File: config.mk
export PLATFORM = sky130hd
export DESIGN_NAME = cdc_hs_arbiter
export DESIGN_NICKNAME = d
export VERILOG_FILES = /design/src/rtl/cdc_hs_arbiter.sv
export SDC_FILE = /design/constraint.sdc
export NUM_CORES = 1
export LEC_CHECK = 0
export ABC_AREA = 1
export BUFFER_PORTS_ARGS = -buffer_cell sky130_fd_sc_hd__buf_2
export CAP_MARGIN = 20
export CORE_MARGIN = 1.5
export CORE_UTILIZATION = 47
export CTS_BUF_LIST = sky130_fd_sc_hd__clkbuf_16
export CTS_CLUSTER_DIAMETER = 120
export DETAILED_ROUTE_END_ITERATION = 8
export HOLD_SLACK_MARGIN = 0.02
export PLACE_DENSITY = 0.9
export SETUP_SLACK_MARGIN = 0.05
export SLEW_MARGIN = 40
export SYNTH_ARGS = -nofsm -noshare
export SYNTH_HDL_FRONTEND = slang
export SYNTH_SLANG_ARGS = --single-unit
File: constraint.sdc
create_clock -name clk_m -period 2.05 [get_ports clk_m]
set_clock_uncertainty 0.2 [all_clocks]
set_input_delay 0.1025 -clock clk_m [delete_from_list [all_inputs] [get_ports clk_m]]
set_output_delay 0.1025 -clock clk_m [all_outputs]
set_load 0.01 [all_outputs]
File: src/rtl/cdc_hs_arbiter.sv
// cdc_hs_arbiter: round-robin arbiter sequencing one shared four-phase req/ack crossing
module cdc_hs_arbiter #(
  parameter int NREQ = 2,
  parameter int DW = 32,
  parameter int TMO_CYC = 255
) (
  input  logic             clk_m,
  input  logic             reset_m,
  input  logic [NREQ-1:0]  req_i,
  input  logic [NREQ*DW-1:0] data_i,
  output logic [NREQ-1:0]  done_o,
  output logic [NREQ-1:0]  err_o,
  output logic             xreq_o,
  output logic [DW-1:0]    xdata_o,
  input  logic             ack_sync_i,
  output logic             busy_o
);
  localparam int IW = (NREQ > 1) ? $clog2(NREQ) : 1;
  localparam logic [7:0] TMO_LAST = 8'(TMO_CYC - 1);
  typedef enum logic [2:0] {IDLE, WAIT_HI, WAIT_LO, DONE, ERR, DRAIN} state_t;
  state_t r_state;
  logic [IW-1:0] r_grant, r_last, w_idx;
  logic [7:0] r_cnt;
  logic [1:0] r_dcnt;
  logic [NREQ-1:0] r_done, r_err, w_gmask;
  logic [DW-1:0] r_xdata;
  logic r_xreq, r_busy, w_found, w_tmo;
  assign done_o = r_done;
  assign err_o = r_err;
  assign xreq_o = r_xreq;
  assign xdata_o = r_xdata;
  assign busy_o = r_busy;
  assign w_gmask = {{(NREQ-1){1'b0}}, 1'b1} << r_grant;
  assign w_tmo = (TMO_CYC != 0) && (r_cnt == TMO_LAST);
  // round-robin search upward from last+1; walking downward lets the nearest candidate win
  always_comb begin
    w_found = 1'b0;
    w_idx = '0;
    for (int i = NREQ; i >= 1; i--) begin
      if (req_i[IW'((int'(r_last) + i) % NREQ)]) begin
        w_found = 1'b1;
        w_idx = IW'((int'(r_last) + i) % NREQ);
      end
    end
  end
  // handshake sequencer with registered outputs; done/err pulses are set on entry to DONE/ERR
  always_ff @(posedge clk_m) begin
    if (reset_m) begin
      r_state <= IDLE;
      r_xreq <= 1'b0;
      r_xdata <= '0;
      r_done <= '0;
      r_err <= '0;
      r_busy <= 1'b0;
      r_cnt <= '0;
      r_dcnt <= '0;
      r_grant <= '0;
      r_last <= IW'(NREQ - 1);
    end else begin
      r_done <= '0;
      r_err <= '0;
      case (r_state)
        IDLE: if (w_found) begin
          r_grant <= w_idx;
          r_xdata <= data_i[w_idx*DW +: DW];
          r_xreq <= 1'b1;
          r_busy <= 1'b1;
          r_cnt <= '0;
          r_state <= WAIT_HI;
        end
        WAIT_HI: if (ack_sync_i) begin
          r_xreq <= 1'b0;
          r_cnt <= '0;
          r_state <= WAIT_LO;
        end else if (w_tmo) begin
          r_xreq <= 1'b0;
          r_err <= w_gmask;
          r_state <= ERR;
        end else r_cnt <= r_cnt + 8'd1;
        WAIT_LO: if (!ack_sync_i) begin
          r_done <= w_gmask;
          r_state <= DONE;
        end else if (w_tmo) begin
          r_err <= w_gmask;
          r_state <= ERR;
        end else r_cnt <= r_cnt + 8'd1;
        DONE: begin
          r_last <= r_grant;
          r_busy <= 1'b0;
          r_state <= IDLE;
        end
        ERR: begin
          r_last <= r_grant;
          r_dcnt <= '0;
          r_state <= DRAIN;
        end
        DRAIN: if (ack_sync_i) r_dcnt <= '0;
        else if (r_dcnt == 2'd3) begin
          r_busy <= 1'b0;
          r_state <= IDLE;
        end else r_dcnt <= r_dcnt + 2'd1;
        default: r_state <= IDLE;
      endcase
    end
  end
endmodule

==> results of run 1 <==
power by group:
| group | total [µW] | switching (µW) | internal (µW) |
|---|---|---|---|
| Sequential | 1220 | 82.9 | 1140 |
| Clock | 833 | 385 | 449 |
| Combinational | 758 | 435 | 322 |
final timing paths:
check                              endpoint  cells past startpoint
worst min-delay path            xdata_o[15]                      3
worst max-delay path             xdata_o[6]                      6
worst max register to register     r_cnt[4]                      6
worst min register to register       xreq_o                      2
cell type report:
cell class	instances	area, µm²
clock inverter	3	18.8
fill	297	1250
sequential	53	1060
antenna	1	2.50
timing repair buffer	177	1260
tap	70	87.6
multi-input combinational	252	1250
clock buffer	5	125
inverter	22	82.6
timing repair:
item	in CTS	in global routing
hold endpoints to repair	43	0
endpoints found under the setup margin	0	1
resized for setup	0	1
hold buffers	66	0
metrics by stage:
step	hold WS [ns]	cells	instance area [µm²]	setup slack (ns)	total power, µW
after detailed placement	0.176	508	3080	0.383	1810
after global routing	0.107	583	3880	0.0822	2910
after CTS	0.0558	582	3880	0.339	2710
final	0.0740	583	3880	0.162	2810
after floorplan	0.0624	350	2510	0.632	1580
after global placement	0.169	508	3080	0.417	1790
layer usage:
layer	up-vias	part of all wire [%]	wire, µm	GRT usage [%]
li1	1517	-	-	-
met3	96	13	1380	9.10
met2	396	45	4990	63.3
met4	0	6.8	749	23.3
met5	-	0	0	0
met1	1559	35	3900	43.8
logic make-up after synthesis:
group	count (synthesis)	synth area share, %
and+or+nand+nor	163	28.7
buffers and inverters	45	8.07
DFF	53	42.2
adders and majority gates	3	1.49
muxes	1	0.896
AOI/OAI and AO/OA	85	18.6
tightest hold or removal path, delay by kind of cell:
kind	cells	cell delay, ns
AND/OR/NAND/NOR	1	0.13
buffers and inverters	1	0.22
AO/OA/AOI/OAI	1	0.07
synthesized netlist by cell type:
master / number
inv_1: 19
nand4_1: 1
nand2_2: 3
ha_1: 3
o21ai_0: 28
dfxtp_1: 53
nor2_1: 15
nor3_1: 5
clkinv_1: 1
buf_1: 1
mux2i_4: 1
o21ai_1: 10
clkbuf_1: 10
nand2_1: 85
nor2_4: 1
nand3_2: 3
a21oi_1: 14
buf_2: 9
a31oi_1: 33
inv_2: 2
nor2_2: 2
nand3_1: 47
buf_6: 3
nand3b_1: 1
registers in the layout, summed over array words and instances (netlist names):
register and cells:
busy_o 1, done_o 2, err_o 2, r_cnt 8
r_dcnt 2, r_grant 1, r_last 1, r_state 3
xdata_o 32, xreq_o 1
==> metrics, run 1 <==
status=completed; Starting Density=48.9%; synthesis-to-layout area growth=54.6%; setup_tns=0 ns; top cell family by delay on the critical path=buffers and inverters; worst ir drop on vdd=0.649 mV; Seq/Total Area, Yosys=a little over two fifths; CP endpoint kind=register; critical path launch point=reset_m; Synth cell types=24; cell taking the most area after synthesis=dfxtp_1; Cells after Synth=350; die width=76.1 µm; core region area=0.00514 mm²; CP required=2.05 ns; post-route ant nets=0; startpoint types=input port; GRT Overall Usage=37.9%; crit-path max FO=23; DR pass1 iterations=6; input/output buffers=105; DRC=0; DIE HEIGHT=76.1 µm; commonest non-fill, non-tap cell in the layout=buf_2; via count=3568; Root Driver=clkbuf_16; RSZ-0062 raised after global routing=no; row count=26; Critical Path AT=1.89 ns; clock sinks=53; RD Place Congestion=0.934; share of cells above drive strength 1=roughly 26%; Worst Setup Path Type=in -> reg; initial antenna violation count=1; synth top area cells=dfxtp_1, nand2_1, nand3_1, a31oi_1, o21ai_0; largest net degree at the start of global routing=67; Max Clk Rate=0.530 GHz; Final min period=1.89 ns; DRT iter0 DRCs=557; Routed wire per std cell=about 19 µm; share of the synthesized area in the top cell type=42.2%; Mean Syn Cell Area=between 7 and 8 µm²; H-tree depth=2; Largest stage delay, worst path=between 0.5 and 0.6 ns; Max Cap Viol=0; Syn. warnings=0; PwrDens=around 720 mW/mm²; post-route clock period utilization=92.1%; FF+latch count, synth=53; reg2reg setup slack=0.26 ns; most frequent cells in the layout=buf_2, nand2_1, dlygate4sd3_1, dfxtp_1, nand3_1; CTS tree=done; WL final=11.0 mm; DP HPWL=roughly 4.5 mm; fin nets=583; slew margin rel.=about 66%; Finished Core Util=75.6%; syn_nets=approximately 420; HP Start=req_i[0]; Hold Crit Class=in -> reg; crit-path cells=dlygate4sd3_1 -> buf_2 -> inv_1 -> buf_12 -> o21ai_1 -> a31oi_1; first-pass GRT wire length=17.6 mm; vias in the first global route=3540; Worst R2R Start=r_cnt[1]; leakage=roughly 0.0018 µW; Slew Viols, Final=0; maximum clock path buffer count=2; Slowest-stage cell, CP=dlygate4sd3_1; Crit path buffers/inverters=4; post-CTS setup buffers=0; endpoints failing setup=0; I/O pin count=107; Slew @ Worst Pin=0.504 ns; CTS buffer count=5; Final Hold Vio Count=0; Worst-path clk slew=approximately 0.07 ns; Worst-Skew Late Latency=0.29 ns; die area=0.00579 mm²; Post-Synthesis Cell Area=0.00251 mm²; GR Overflow Total=0; via/cell ratio=~6.1
No activity file was read; power rests on OpenSTA's default activity.
==> run 2, diff against run 1 <==
--- a/config.mk
+++ b/config.mk
@@ -6,15 +6,15 @@
 export NUM_CORES = 1
 export LEC_CHECK = 0
 export ABC_AREA = 1
-export BUFFER_PORTS_ARGS = -buffer_cell sky130_fd_sc_hd__buf_2
 export CAP_MARGIN = 20
 export CORE_MARGIN = 1.5
-export CORE_UTILIZATION = 47
+export CORE_UTILIZATION = 50
 export CTS_BUF_LIST = sky130_fd_sc_hd__clkbuf_16
 export CTS_CLUSTER_DIAMETER = 120
 export DETAILED_ROUTE_END_ITERATION = 8
+export DONT_BUFFER_PORTS = 1
 export HOLD_SLACK_MARGIN = 0.02
-export PLACE_DENSITY = 0.9
+export PLACE_DENSITY = 0.76
 export SETUP_SLACK_MARGIN = 0.05
 export SLEW_MARGIN = 40
 export SYNTH_ARGS = -nofsm -noshare
==> run 2 against run 1 <==
  * Via count is 23% lower
  * Die area fell by 5.8%
  * Final area shrank 13%
  * Sequential power is 5% higher
  * Count of clock-buffer cells in the layout unchanged
  * Flip-flop and latch count did not move
  * Critical path type unchanged
==> metrics, run 2 (synthesis results as in run 1) <==
crit-path max FO=34; fill cell count=~360; Crit path buffers/inverters=3; RSZ-0062 raised after global routing=no; leakage=0.00139 µW; total power=2640 µW; Root Driver=clkbuf_16; synthesis-to-layout area growth=34.6%; Max Clk Rate=0.527 GHz; Worst Setup Path Type=in -> reg; Routed wire per std cell=16.8 µm; post-route ant nets=0; startpoint types=input port; DRC=0; setup_tns=0 ns; largest net degree at the start of global routing=51; core region area=approximately 0.0048 mm²; Worst R2R Start=r_state[1]; die width=73.9 µm; via count=2746; WL final=between 7 and 8 mm; most frequent cells in the layout=nand2_1, dlygate4sd3_1, dfxtp_1, nand3_1, a31oi_1; via/cell ratio=5.78; top cell family by delay on the critical path=buffers and inverters; Slew @ Worst Pin=~0.69 ns; H-tree depth=2; Worst Reg-to-Reg Cells=6; endpoints failing setup=0; CTS tree=done; row count=25; Slowest-stage cell, CP=dlygate4sd3_1; Starting Density=52.5%; first-pass GRT wire length=between 10 and 15 mm; PwrDens=between 700 and 800 mW/mm²; GR Overflow Total=0; worst ir drop on vdd=between 0.4 and 0.5 mV; Critical Path AT=1.89 ns; Worst-Skew Late Latency=about 0.29 ns; n_diodes=0; die area=0.00546 mm²; input/output buffers=0; Worst-path clk slew=0.07 ns; RR Endpoint=xdata_o[12]; reg2reg setup slack=0.22 ns; CP endpoint kind=register; DP HPWL=3.91 mm; Largest register FFs=32; GRT Overall Usage=around 30%; status=completed; fin nets=479; Largest stage delay, worst path=0.79 ns; critical path launch point=reset_m; initial antenna violation count=0; RD Place Congestion=0.864; Hold Crit Depth=7; DIE HEIGHT=about 74 µm; Slew Viols, Final=0; maximum clock path buffer count=2; post-CTS setup buffers=0; CTS buffer count=5; share of cells above drive strength 1=5.88%; CP required=2.04 ns; slew margin rel.=53.6%; DRT iter0 DRCs=~230; vias in the first global route=2601; post-route clock period utilization=92.6%; Final Hold Vio Count=0; Final min period=approximately 1.9 ns; Hold Crit Class=in -> reg; Max Cap Viol=0; DR pass1 iterations=6; Worst Hold Path EP=xreq_o; clock sinks=53; I/O pin count=107; crit-path cells=dlygate4sd3_1 -> inv_1 -> buf_4 -> o21ai_0 -> a31oi_1; HP Start=req_i[0]; commonest non-fill, non-tap cell in the layout=nand2_1
run 2: through the flow:
step | cells | setup slack, ns | instance area, µm² | hold WS, ns | utilization, %
floorplan | 350 | 0.632 | 2510 | 0.0624 | -
finish | 475 | 0.151 | 3380 | 0.0913 | 70.6
CTS | 475 | 0.307 | 3380 | 0.0783 | 70.6
detailed placement | 398 | 0.347 | 2530 | -0.0249 | 52.9
global placement | 398 | 0.373 | 2530 | -0.0266 | 52.9
global route | 475 | 0.0423 | 3380 | 0.149 | 70.6
run 2: cell type report:
class	count	area [µm²]	share of cell area, %
Timing Repair Buffer	73	756	22.4
Tap cell	67	83.8	2.48
Inverter	22	85.1	2.52
Clock inverter	3	21.3	0.629
Sequential cell	53	1060	31.4
Clock buffer	5	125	3.70
Multi-Input combinational cell	252	1250	36.9
run 2: per-layer routing:
metal,vias to the layer above,part of all wire [%],global-route usage [%]
met5,-,0,0
met4,0,3.4,14.0
met3,34,9.3,9.60
met2,173,48,47.8
met1,1233,40,35.1
li1,1306,-,-
run 2: worst max-delay path by stage:
| stage | to | slack, ns | depth (start not counted) |
|---|---|---|---|
| after detailed placement | r_state[0] | 0.35 | 9 |
| after floorplan | r_state[0] | 0.63 | 10 |
| after CTS | r_state[0] | 0.31 | 9 |
| final | xdata_o[12] | 0.15 | 5 |
| after global placement | r_state[0] | 0.37 | 9 |
| after global routing | xdata_o[12] | 0.04 | 7 |
run 2: worst register-to-register path, cell delays in order, from the launching register on:
cell     delay, ns
dfxtp_1       0.38
nor2_4        0.19
nand3_2       0.13
inv_4         0.18
buf_12        0.24
o21ai_0       0.16
a31oi_1       0.26
run 2: power breakdown:
group          total [µW]  internal, µW  leakage [µW]  switching (µW)
combinational         518           224      0.000878             294
clock                 843           456     0.0000718             387
sequential           1280          1140      0.000436             135
total                2640          1820       0.00139             817
run 2: timing repair:
item	in CTS	in global routing
hold buffers	69	0
gates resized for setup	0	2
hold endpoints to repair	52	0
endpoints found under the setup margin	0	2
==> run 3, diff against run 2 <==
--- a/config.mk
+++ b/config.mk
@@ -14,7 +14,7 @@
 export DETAILED_ROUTE_END_ITERATION = 8
 export DONT_BUFFER_PORTS = 1
 export HOLD_SLACK_MARGIN = 0.02
-export PLACE_DENSITY = 0.76
+export PLACE_DENSITY = 0.64
 export SETUP_SLACK_MARGIN = 0.05
 export SLEW_MARGIN = 40
 export SYNTH_ARGS = -nofsm -noshare
==> run 3 against run 2 <==
  * Utilization shrank 0.078 points
  * Final area shrank 0.11%
  * Sequential power is essentially flat
  * First-iteration DRC count shrank 25%
  * Fmax grew 11%
  * Flip-flop and latch count is the same
  * Non-clock buffer count is the same
  * Register-to-register slack gained 0.14 ns
  * Via count shrank 3.8%
  * Largest cell class unchanged
  * Largest power group unchanged
==> metrics, run 3 (synthesis results as in run 1) <==
Largest register FFs=32; core region area=0.00479 mm²; Starting Density=52.5%; DRC=0; fin nets=479; via count=2641; first-pass GRT wire length=between 10 and 15 mm; commonest non-fill, non-tap cell in the layout=nand2_1; Max Cap Viol=0; share of cells above drive strength 1=6.14%; die area=0.00546 mm²; Max Clk Rate=0.584 GHz; Root Driver=clkbuf_16; reg2reg setup slack=about 0.36 ns; maximum clock path buffer count=2; RR Endpoint=r_state[0]; Finished Core Util=70.6%; post-route clock period utilization=roughly 84%; global routing's busiest layer=met2; M3 GR Usage=7.27%; setup_tns=0 ns; Worst Setup Path Type=in -> reg; clock sinks=53; Worst Hold Path EP=r_cnt[0]; die width=73.9 µm; HP Start=reset_m; WL final=7.09 mm; GR met1 Demand/Resource=~34%; leakage=0.00139 µW; vias in the first global route=2556; I/O pin count=between 100 and 150; crit-path max FO=65; RSZ-0062 raised after global routing=no; GR Overflow Total=0; fill cell count=roughly 380; CP endpoint kind=register; CTS buffer count=5; DR pass1 iterations=5; Hold Crit Class=in -> reg; worst ir drop on vdd=0.446 mV; DP HPWL=3.85 mm; DRT iter0 DRCs=173; Final min period=1.71 ns; post-CTS setup buffers=0; largest net degree at the start of global routing=66; PwrDens=approximately 790 mW/mm²; row count=25; RD Place Congestion=0.788; Worst Reg-to-Reg Cells=9; Worst-Skew Late Latency=slightly below 0.3 ns; Worst R2R Start=r_cnt[0]; Final Hold Vio Count=0; via/cell ratio=between 5 and 6; CP required=between 2 and 2.5 ns; post-route ant nets=0; Hold Crit Depth=4; input/output buffers=0; Slew @ Worst Pin=about 0.64 ns; Slew Viols, Final=0; DIE HEIGHT=73.9 µm; synthesis-to-layout area growth=34.4%; Worst-path clk slew=0.07 ns; slew margin rel.=56.9%; H-tree depth=2; GRT Overall Usage=between 20% and 30%; startpoint types=input port; Routed wire per std cell=about 15 µm; initial antenna violation count=0; status=completed; most frequent cells in the layout=nand2_1, dlygate4sd3_1, dfxtp_1, nand3_1, a31oi_1; n_diodes=0; CTS tree=done; GR Util met2=47.6%; Critical Path AT=around 1.7 ns; endpoints failing setup=0; Fin Hold WS=0.0577 ns
run 3: worst max path at each step:
stage	to	start	cells after the start	slack [ns]
after detailed placement	r_state[2]	r_cnt[0]	10	0.38
final	xdata_o[27]	req_i[0]	7	0.34
after floorplan	r_state[0]	r_cnt[0]	10	0.63
after CTS	r_state[0]	r_cnt[0]	9	0.36
after global placement	r_state[2]	r_cnt[0]	10	0.41
after global routing	r_state[0]	r_cnt[0]	9	0.17
run 3: repair_timing:
action	in CTS	in global routing
endpoints found under the hold margin	52	0
resized for setup	0	0
hold buffers	68	0
run 3: power by group:
part / leakage (µW) / total (µW) / internal (µW) / switching (µW)
registers: 0.000436 / 1280 / 1140 / 136
clock network: 0.0000797 / 913 / 567 / 346
logic: 0.000873 / 489 / 218 / 271
total: 0.00139 / 2680 / 1930 / 753
run 3: critical path, stage by stage:
cell and delay (ns):
dlygate4sd3_1 0.59, buf_12 0.20, nand3_2 0.12, inv_2 0.09
buf_12 0.24, o21ai_0 0.15, a31oi_1 0.19
run 3: layout make-up:
type                    instances  area, µm²  share of cell area, %
clock buffers                   5        125                   3.71
clock inverters                 2       35.0                   1.04
inverters                      22       82.6                   2.45
multi-input cells             252       1250                   37.0
flip-flops and latches         53       1060                   31.4
well taps                      67       83.8                   2.48
repair buffers                 73        741                   21.9
run 3: metrics by stage:
| stage | setup WS [ns] | power (µW) | area (µm²) | cells |
|---|---|---|---|---|
| 4_1_cts | 0.361 | 2680 | 3380 | 474 |
| 3_3_place_gp | 0.408 | 1640 | 2530 | 399 |
| 5_1_grt | 0.165 | 2810 | 3380 | 474 |
| 6_report | 0.338 | 2680 | 3380 | 474 |
| 3_5_place_dp | 0.375 | 1640 | 2530 | 399 |
| 2_1_floorplan | 0.632 | 1580 | 2510 | 350 |
run 3: per-layer routing:
metal,share of wire (%),up-vias
li1,-,1310
met2,49,100
met1,43,1223
met5,0,-
met3,5.7,8
met4,1.4,0
